<file path="src/rtl/mem_sched_pkg.sv">
// Shared definitions for the memory channel scheduler: channel state
// encoding and the consumer-index width helper.
package mem_sched_pkg;

    // Channel FSM states (2-bit encoding)
    localparam logic [1:0] ST_IDLE  = 2'd0;
    localparam logic [1:0] ST_READ  = 2'd1;
    localparam logic [1:0] ST_WRITE = 2'd2;
    localparam logic [1:0] ST_DONE  = 2'd3;

    // Width of a consumer index; never narrower than one bit so that a
    // single-consumer build still has a legal index vector.
    function automatic int cid_bits(input int n);
        return (n > 1) ? $clog2(n) : 1;
    endfunction

endpackage

</file>
<file path="src/rtl/mem_sched_rr_pick.sv">
// Combinational round-robin first-set finder. Returns the first request
// that is not excluded, scanning upward from ptr with wrap-around.
module mem_sched_rr_pick #(
    parameter int N  = 8,
    parameter int IW = 3
) (
    input  logic [N-1:0]  req,
    input  logic [N-1:0]  excl,
    input  logic [IW-1:0] ptr,
    output logic          gnt_valid,
    output logic [IW-1:0] gnt_idx
);

    logic [N-1:0] eligible;

    assign eligible = req & ~excl;

    // Scan all offsets from ptr; the first eligible index wins
    always_comb begin
        logic [IW-1:0] idx;
        gnt_valid = 1'b0;
        gnt_idx   = '0;
        idx       = '0;
        for (int off = 0; off < N; off++) begin
            idx = IW'((int'(ptr) + off) % N);
            if (!gnt_valid && eligible[idx]) begin
                gnt_valid = 1'b1;
                gnt_idx   = idx;
            end
        end
    end

endmodule

</file>
<file path="src/rtl/mem_channel_scheduler.sv">
// Shares NUM_CHANNELS independent memory channels among NUM_CONSUMERS LSUs.
// Each channel owns a request/response FSM and its own memory bus; idle
// channels pick consumers round-robin, lower channels claiming first.
module mem_channel_scheduler
    import mem_sched_pkg::*;
#(
    parameter int ADDR_BITS     = 8,
    parameter int DATA_BITS     = 8,
    parameter int NUM_CONSUMERS = 8,
    parameter int NUM_CHANNELS  = 2,
    parameter int CID_BITS      = cid_bits(NUM_CONSUMERS)
) (
    input  logic                              clk,
    input  logic                              reset,
    input  logic [NUM_CONSUMERS-1:0]          consumer_read_valid,
    input  logic [NUM_CONSUMERS*ADDR_BITS-1:0] consumer_read_address,
    input  logic [NUM_CONSUMERS-1:0]          consumer_write_valid,
    input  logic [NUM_CONSUMERS*ADDR_BITS-1:0] consumer_write_address,
    input  logic [NUM_CONSUMERS*DATA_BITS-1:0] consumer_write_data,
    output logic [NUM_CONSUMERS-1:0]          consumer_ready,
    output logic [NUM_CONSUMERS*DATA_BITS-1:0] consumer_read_data,
    output logic [NUM_CHANNELS-1:0]           mem_read_valid,
    output logic [NUM_CHANNELS*ADDR_BITS-1:0] mem_read_address,
    input  logic [NUM_CHANNELS-1:0]           mem_read_ready,
    input  logic [NUM_CHANNELS*DATA_BITS-1:0] mem_read_data,
    output logic [NUM_CHANNELS-1:0]           mem_write_valid,
    output logic [NUM_CHANNELS*ADDR_BITS-1:0] mem_write_address,
    output logic [NUM_CHANNELS*DATA_BITS-1:0] mem_write_data,
    input  logic [NUM_CHANNELS-1:0]           mem_write_ready
);

    genvar gi;

    // Unpacked views of the consumer-side inputs
    logic [ADDR_BITS-1:0] rd_addr_in [NUM_CONSUMERS];
    logic [ADDR_BITS-1:0] wr_addr_in [NUM_CONSUMERS];
    logic [DATA_BITS-1:0] wr_data_in [NUM_CONSUMERS];
    logic [DATA_BITS-1:0] mem_rdata_in [NUM_CHANNELS];

    // Per-channel state
    logic [1:0]           state_reg   [NUM_CHANNELS];
    logic [CID_BITS-1:0]  cid_reg     [NUM_CHANNELS];
    logic [ADDR_BITS-1:0] rd_addr_reg [NUM_CHANNELS];
    logic [ADDR_BITS-1:0] wr_addr_reg [NUM_CHANNELS];
    logic [DATA_BITS-1:0] wr_data_reg [NUM_CHANNELS];
    logic [NUM_CHANNELS-1:0] rd_valid_reg;
    logic [NUM_CHANNELS-1:0] wr_valid_reg;

    // Per-consumer state
    logic [NUM_CONSUMERS-1:0] busy_reg;
    logic [NUM_CONSUMERS-1:0] ready_reg;
    logic [DATA_BITS-1:0]     rdata_reg [NUM_CONSUMERS];

    logic [CID_BITS-1:0] rr_ptr_reg;
    logic [CID_BITS-1:0] rr_ptr_next;

    // Allocation signals
    logic [NUM_CONSUMERS-1:0] pending;
    logic [NUM_CHANNELS-1:0]  grant_vec;
    logic [CID_BITS-1:0]      grant_idx [NUM_CHANNELS];

    assign pending = (consumer_read_valid | consumer_write_valid) & ~busy_reg;

    generate
        for (gi = 0; gi < NUM_CONSUMERS; gi++) begin : g_cons
            assign rd_addr_in[gi] = consumer_read_address[gi*ADDR_BITS +: ADDR_BITS];
            assign wr_addr_in[gi] = consumer_write_address[gi*ADDR_BITS +: ADDR_BITS];
            assign wr_data_in[gi] = consumer_write_data[gi*DATA_BITS +: DATA_BITS];
            assign consumer_read_data[gi*DATA_BITS +: DATA_BITS] = rdata_reg[gi];
        end

        for (gi = 0; gi < NUM_CHANNELS; gi++) begin : g_chan
            // Consumers already claimed by lower-indexed channels this cycle
            // are excluded; each stage adds its own grant to the mask.
            logic [NUM_CONSUMERS-1:0] excl_in;
            logic [NUM_CONSUMERS-1:0] excl_out;
            logic                     pick_valid;
            logic [CID_BITS-1:0]      pick_idx;
            logic                     grant;

            if (gi == 0) begin : g_head
                assign excl_in = '0;
            end else begin : g_link
                assign excl_in = g_chan[gi-1].excl_out;
            end

            mem_sched_rr_pick #(
                .N  (NUM_CONSUMERS),
                .IW (CID_BITS)
            ) u_pick (
                .req       (pending),
                .excl      (excl_in),
                .ptr       (rr_ptr_reg),
                .gnt_valid (pick_valid),
                .gnt_idx   (pick_idx)
            );

            assign grant          = pick_valid && (state_reg[gi] == ST_IDLE);
            assign excl_out       = excl_in | (grant ? (NUM_CONSUMERS'(1) << pick_idx) : '0);
            assign grant_vec[gi]  = grant;
            assign grant_idx[gi]  = pick_idx;

            assign mem_rdata_in[gi] = mem_read_data[gi*DATA_BITS +: DATA_BITS];
            assign mem_read_address[gi*ADDR_BITS +: ADDR_BITS]  = rd_addr_reg[gi];
            assign mem_write_address[gi*ADDR_BITS +: ADDR_BITS] = wr_addr_reg[gi];
            assign mem_write_data[gi*DATA_BITS +: DATA_BITS]    = wr_data_reg[gi];
        end
    endgenerate

    assign mem_read_valid  = rd_valid_reg;
    assign mem_write_valid = wr_valid_reg;
    assign consumer_ready  = ready_reg;

    // Next round-robin pointer: one past the grant made by the last granting
    // channel in scan order, so the scan resumes after the newest grant.
    always_comb begin
        rr_ptr_next = rr_ptr_reg;
        for (int ch = 0; ch < NUM_CHANNELS; ch++) begin
            if (grant_vec[ch]) begin
                if (grant_idx[ch] == CID_BITS'(NUM_CONSUMERS - 1)) begin
                    rr_ptr_next = '0;
                end else begin
                    rr_ptr_next = grant_idx[ch] + CID_BITS'(1);
                end
            end
        end
    end

    // Channel FSMs, busy bitmap, consumer responses and round-robin pointer
    always_ff @(posedge clk) begin
        if (reset) begin
            rr_ptr_reg   <= '0;
            busy_reg     <= '0;
            ready_reg    <= '0;
            rd_valid_reg <= '0;
            wr_valid_reg <= '0;
            for (int ch = 0; ch < NUM_CHANNELS; ch++) begin
                state_reg[ch]   <= ST_IDLE;
                cid_reg[ch]     <= '0;
                rd_addr_reg[ch] <= '0;
                wr_addr_reg[ch] <= '0;
                wr_data_reg[ch] <= '0;
            end
            for (int c = 0; c < NUM_CONSUMERS; c++) begin
                rdata_reg[c] <= '0;
            end
        end else begin
            rr_ptr_reg <= rr_ptr_next;
            for (int ch = 0; ch < NUM_CHANNELS; ch++) begin
                case (state_reg[ch])
                    ST_IDLE: begin
                        if (grant_vec[ch]) begin
                            cid_reg[ch]               <= grant_idx[ch];
                            busy_reg[grant_idx[ch]]   <= 1'b1;
                            // A simultaneous read and write is served as a read
                            if (consumer_read_valid[grant_idx[ch]]) begin
                                state_reg[ch]    <= ST_READ;
                                rd_valid_reg[ch] <= 1'b1;
                                rd_addr_reg[ch]  <= rd_addr_in[grant_idx[ch]];
                            end else begin
                                state_reg[ch]    <= ST_WRITE;
                                wr_valid_reg[ch] <= 1'b1;
                                wr_addr_reg[ch]  <= wr_addr_in[grant_idx[ch]];
                                wr_data_reg[ch]  <= wr_data_in[grant_idx[ch]];
                            end
                        end
                    end
                    ST_READ: begin
                        if (mem_read_ready[ch]) begin
                            rd_valid_reg[ch]           <= 1'b0;
                            rd_addr_reg[ch]            <= '0;
                            rdata_reg[cid_reg[ch]]     <= mem_rdata_in[ch];
                            ready_reg[cid_reg[ch]]     <= 1'b1;
                            state_reg[ch]              <= ST_DONE;
                        end
                    end
                    ST_WRITE: begin
                        if (mem_write_ready[ch]) begin
                            wr_valid_reg[ch]       <= 1'b0;
                            wr_addr_reg[ch]        <= '0;
                            wr_data_reg[ch]        <= '0;
                            ready_reg[cid_reg[ch]] <= 1'b1;
                            state_reg[ch]          <= ST_DONE;
                        end
                    end
                    ST_DONE: begin
                        // Hold ready until the consumer withdraws every request
                        if (!consumer_read_valid[cid_reg[ch]] &&
                            !consumer_write_valid[cid_reg[ch]]) begin
                            ready_reg[cid_reg[ch]] <= 1'b0;
                            busy_reg[cid_reg[ch]]  <= 1'b0;
                            state_reg[ch]          <= ST_IDLE;
                        end
                    end
                    default: begin
                        state_reg[ch] <= ST_IDLE;
                    end
                endcase
            end
        end
    end

endmodule

</file>
<file path="config.mk">
export PLATFORM = sky130hd
export DESIGN_NAME = mem_channel_scheduler
export DESIGN_NICKNAME = d
export VERILOG_FILES = /design/src/rtl/mem_sched_pkg.sv /design/src/rtl/mem_sched_rr_pick.sv /design/src/rtl/mem_channel_scheduler.sv
export SDC_FILE = /design/constraint.sdc
export NUM_CORES = 1
export LEC_CHECK = 0
export CAP_MARGIN = 20
export CORE_MARGIN = 3
export CORE_UTILIZATION = 45
export CTS_CLUSTER_DIAMETER = 50
export CTS_CLUSTER_SIZE = 20
export DETAILED_ROUTE_END_ITERATION = 7
export PLACE_DENSITY_LB_ADDON = 0.05
export SYNTH_ARGS = -nofsm -noshare
export SYNTH_HDL_FRONTEND = slang
export SYNTH_SLANG_ARGS = --single-unit
</file>
<file path="constraint.sdc">
create_clock -name clk -period 8 [get_ports clk]
set_input_delay 1.2 -clock clk [delete_from_list [all_inputs] [get_ports clk]]
set_output_delay 1.2 -clock clk [all_outputs]
set_load 0.01 [all_outputs]
</file>
==> run metrics <==
run status=completed; H-Tree Depth=4; global route overflow=0; number of global-route vias before repair=13840; final hold viol count=0; root buf cell=clkbuf_16; I/O Pins=354; Avg Cell Area, Syn=8.410 sq um; P per Cell Area=456.3 mW/mm^2; Num CTS Buffers=17; cts repair resizes=0; RSZ-0062 raised after global routing=false; maxcap violations=0; EDFF count, synth=98; Simple-Gate Fraction of Synth Area=20.26%; vias per cell=6.513; Peak Freq=0.1316 GHz; initial antenna violation count=7; Cell variety after synth=92; worst rel slew slack=27.00%; Static Leak=6.567 nW; Synth Net Count=1718; IR drop worst, VDD=356.2 uV; largest net degree at the start of global routing=70; Clock Latency Late Sink=0.44 ns; skew final=0.01188 ns; first-pass GRT wire length=80.52 mm; Setup Buffers After CTS=0; xor-xnor portion of the synthesized cell area=0.3439%; RR Endpoint=rd_addr_reg[0][1]$_SDFFCE_PP0P_; combinational family with the most area after synthesis=compound AO/OA/AOI/OAI gates; Cell Rows=60; HP Class=flop to flop; setup_tns=0 ns; post-route ant nets=0; NumNets Final=2077; clock sinks=145; R2R depth=28; Seq/Total Area, Yosys=31.39%; Worst Setup Start Kind=primary input; CTS clk-pin slew, worst paths=0.08 ns; Worst Path Max Fanout=8; total number of vias=14260; post-synthesis async set-or-reset flop share=0%; drt drc=0; # fillers=2323; Synth area leader=edfxtp_1; YS warnings=0; CTS tree=yes; Hold Path End=rd_addr_reg[1][1]$_SDFFE_PP0P_; GRT Total Usage=35.11%; Worst Tran Pin Value=1.095 ns; hold depth=2; worst endpoint required time=8.29 ns; CTS Hold Bufs=0; RePlAce Congestion=0.9855; Hold Slack=0.4698 ns; flop-to-flop setup slack=0.59 ns; final wirelength=53.09 mm; mux contribution to synthesized area=14.76%; share of cells above drive strength 1=12.21%; fin crit period=7.599 ns; Die Area=0.02952 sq mm; Compound-Gate Fraction of Synth Area=26.46%; Area Overhead vs Synth=40.32%; Cells after Synth=1471; DP Wirelength=39.95 mm; Wirelength per Cell=24.25 microns; Critical Path AT=7.89 ns; Final period util=94.99%; Final Setup Violations=0; starting density of the core=45.90%; Initial DRC Count=1817; number of port buffers=353; post-synthesis register bit count=145; CP Class=primary input to flop; top post-synthesis cells by area=edfxtp_1, mux2i_1, nand2_1; core box area=0.02695 sq mm; Worst setup EP type=flop; Detailed Routing Iterations Pass 1=6; Post-Synth Adder-Cell Area=1.719%; die height=171.8 microns; Primary FF master, synth=edfxtp_1; Die X=171.8 microns; worst r2r src=rr_ptr_reg[0]$_SDFFE_PP0P_; mapped cell area=0.01237 sq mm; max-slew violation count=0; Worst Hold Launch=rd_addr_reg[1][1]$_SDFFE_PP0P_; share of the synthesized area in the top cell type=23.79%; Bufs on Longest Clock Path=2; max reg flops=64
-- final cells by class --
class / instances / area [sq um] / share of cell area [%]
clock buffer: 17 / 425.4 / 2.451
inverter: 29 / 111.4 / 0.6415
clock inverter: 15 / 166.4 / 0.9587
sequential: 145 / 3884 / 22.37
multi-input combinational: 1176 / 7930 / 45.69
timing repair buffer: 461 / 4402 / 25.36
antenna: 5 / 12.51 / 0.07208
tap: 341 / 426.7 / 2.458
-- worst max path at each step --
stage	end	depth (start not counted)	start	slack, ns
global placement	rd_addr_reg[1][4]$_SDFFE_PP0P_	27	consumer_write_valid[3]	0.11
CTS	rd_addr_reg[1][3]$_SDFFE_PP0P_	29	consumer_write_valid[2]	0.51
global route	rd_addr_reg[1][7]$_SDFFE_PP0P_	30	consumer_read_valid[1]	0.08
floorplan	wr_addr_reg[0][0]$_SDFFCE_PP0P_	29	consumer_read_valid[1]	0.0007
detailed placement	rd_addr_reg[1][1]$_SDFFE_PP0P_	29	consumer_write_valid[2]	0.10
finish	rd_addr_reg[0][1]$_SDFFCE_PP0P_	27	consumer_write_valid[2]	0.40
-- cell families after synthesis --
logic type / count (synthesis)
buffers and inverters: 150
adders and majority gates: 17
DFF: 145
AOI/OAI and AO/OA: 454
and+or+nand+nor: 551
muxes: 150
xor gates and xnor gates: 4
-- per-layer routing --
metal	wire (microns)	vias up	track usage, %
li1	-	6340	-
met1	20660	6807	45.69
met2	25010	941	57.07
met4	2322	4	15.06
met3	5073	166	7.033
met5	23	-	0
-- report_power, final --
group	total (mW)	leakage [nW]	switching [mW]	internal, mW
combinational	5.94	4.87	3.52	2.42
sequential	1.17	1.41	0.131	1.03
clock	0.816	0.284	0.396	0.420
-- synth_stat cells (7+ instances only) --
library cell / count
nand2_1: 265
mux2i_1: 111
edfxtp_1: 98
nor2_1: 92
o21ai_0: 85
clkbuf_1: 69
a21oi_1: 66
a22o_1: 64
nand3_1: 51
dfxtp_1: 47
nor3_1: 42
buf_1: 29
o22ai_1: 25
a31oi_1: 24
mux4_2: 24
and3_1: 23
a211oi_1: 21
inv_1: 20
a32oi_1: 18
ha_1: 17
a221o_1: 16
buf_2: 16
a311oi_1: 15
mux2_2: 13
or3_1: 13
nand2b_1: 12
o211ai_1: 10
a221oi_1: 9
nand4_1: 9
o21a_1: 9
o21bai_1: 9
o221ai_1: 8
or2_2: 8
a211o_1: 7
nand3b_1: 7
o21ba_2: 7
o31ai_1: 7
-- critical path: stages --
cell,delay [ns]
clkdlybuf4s50_1,0.49
o21ba_2,0.31
mux4_2,0.50
mux2i_2,0.24
o211ai_1,0.15
or3_1,0.36
a21boi_0,0.15
o2bb2ai_1,0.16
o311ai_4,0.10
buf_4,0.19
ha_1,0.16
ha_1,0.22
a21oi_1,0.15
a21oi_1,0.18
o21ai_0,0.08
a211o_1,0.31
a2111o_1,0.45
a211o_1,0.29
o21ai_2,0.13
a21boi_0,0.15
o221a_1,0.24
or2_4,0.24
inv_4,0.09
mux2i_1,0.08
mux4_2,0.57
o2bb2a_1,0.49
a21oi_1,0.18
-- per-stage QoR --
step	util, %	power (mW)	setup slack [ns]	area [sq um]	cells
2_1_floorplan	-	4.861	0.0007025	12390	1471
4_1_cts	64.36	7.800	0.5149	17350	2184
3_3_place_gp	62.11	6.895	0.1112	16740	2151
3_5_place_dp	62.16	6.958	0.1008	16750	2152
5_1_grt	64.41	8.395	0.07995	17360	2189
6_report	64.41	7.921	0.4006	17360	2189
-- layout by cell type, fill, tap and decap left out, types with 7 or more instances in the layout --
cell / n
a211o_1: 7
a211oi_1: 21
a21oi_1: 65
a221o_1: 16
a221oi_1: 9
a22o_1: 64
a311oi_1: 15
a31oi_1: 23
a32oi_1: 18
and3_1: 23
buf_4: 103
clkbuf_16: 17
clkdlybuf4s50_1: 353
dfxtp_1: 47
edfxtp_1: 98
ha_1: 17
inv_1: 20
mux2_2: 13
mux2i_1: 111
mux4_2: 24
nand2_1: 265
nand2b_1: 12
nand3_1: 51
nand3b_1: 7
nand4_1: 9
nor2_1: 90
nor3_1: 41
o211ai_1: 10
o21a_1: 9
o21ai_0: 84
o21ba_2: 7
o21bai_1: 9
o221ai_1: 8
o22ai_1: 25
o31ai_1: 7
or2_2: 8
or3_1: 13
No activity file was read; power rests on OpenSTA's default activity.
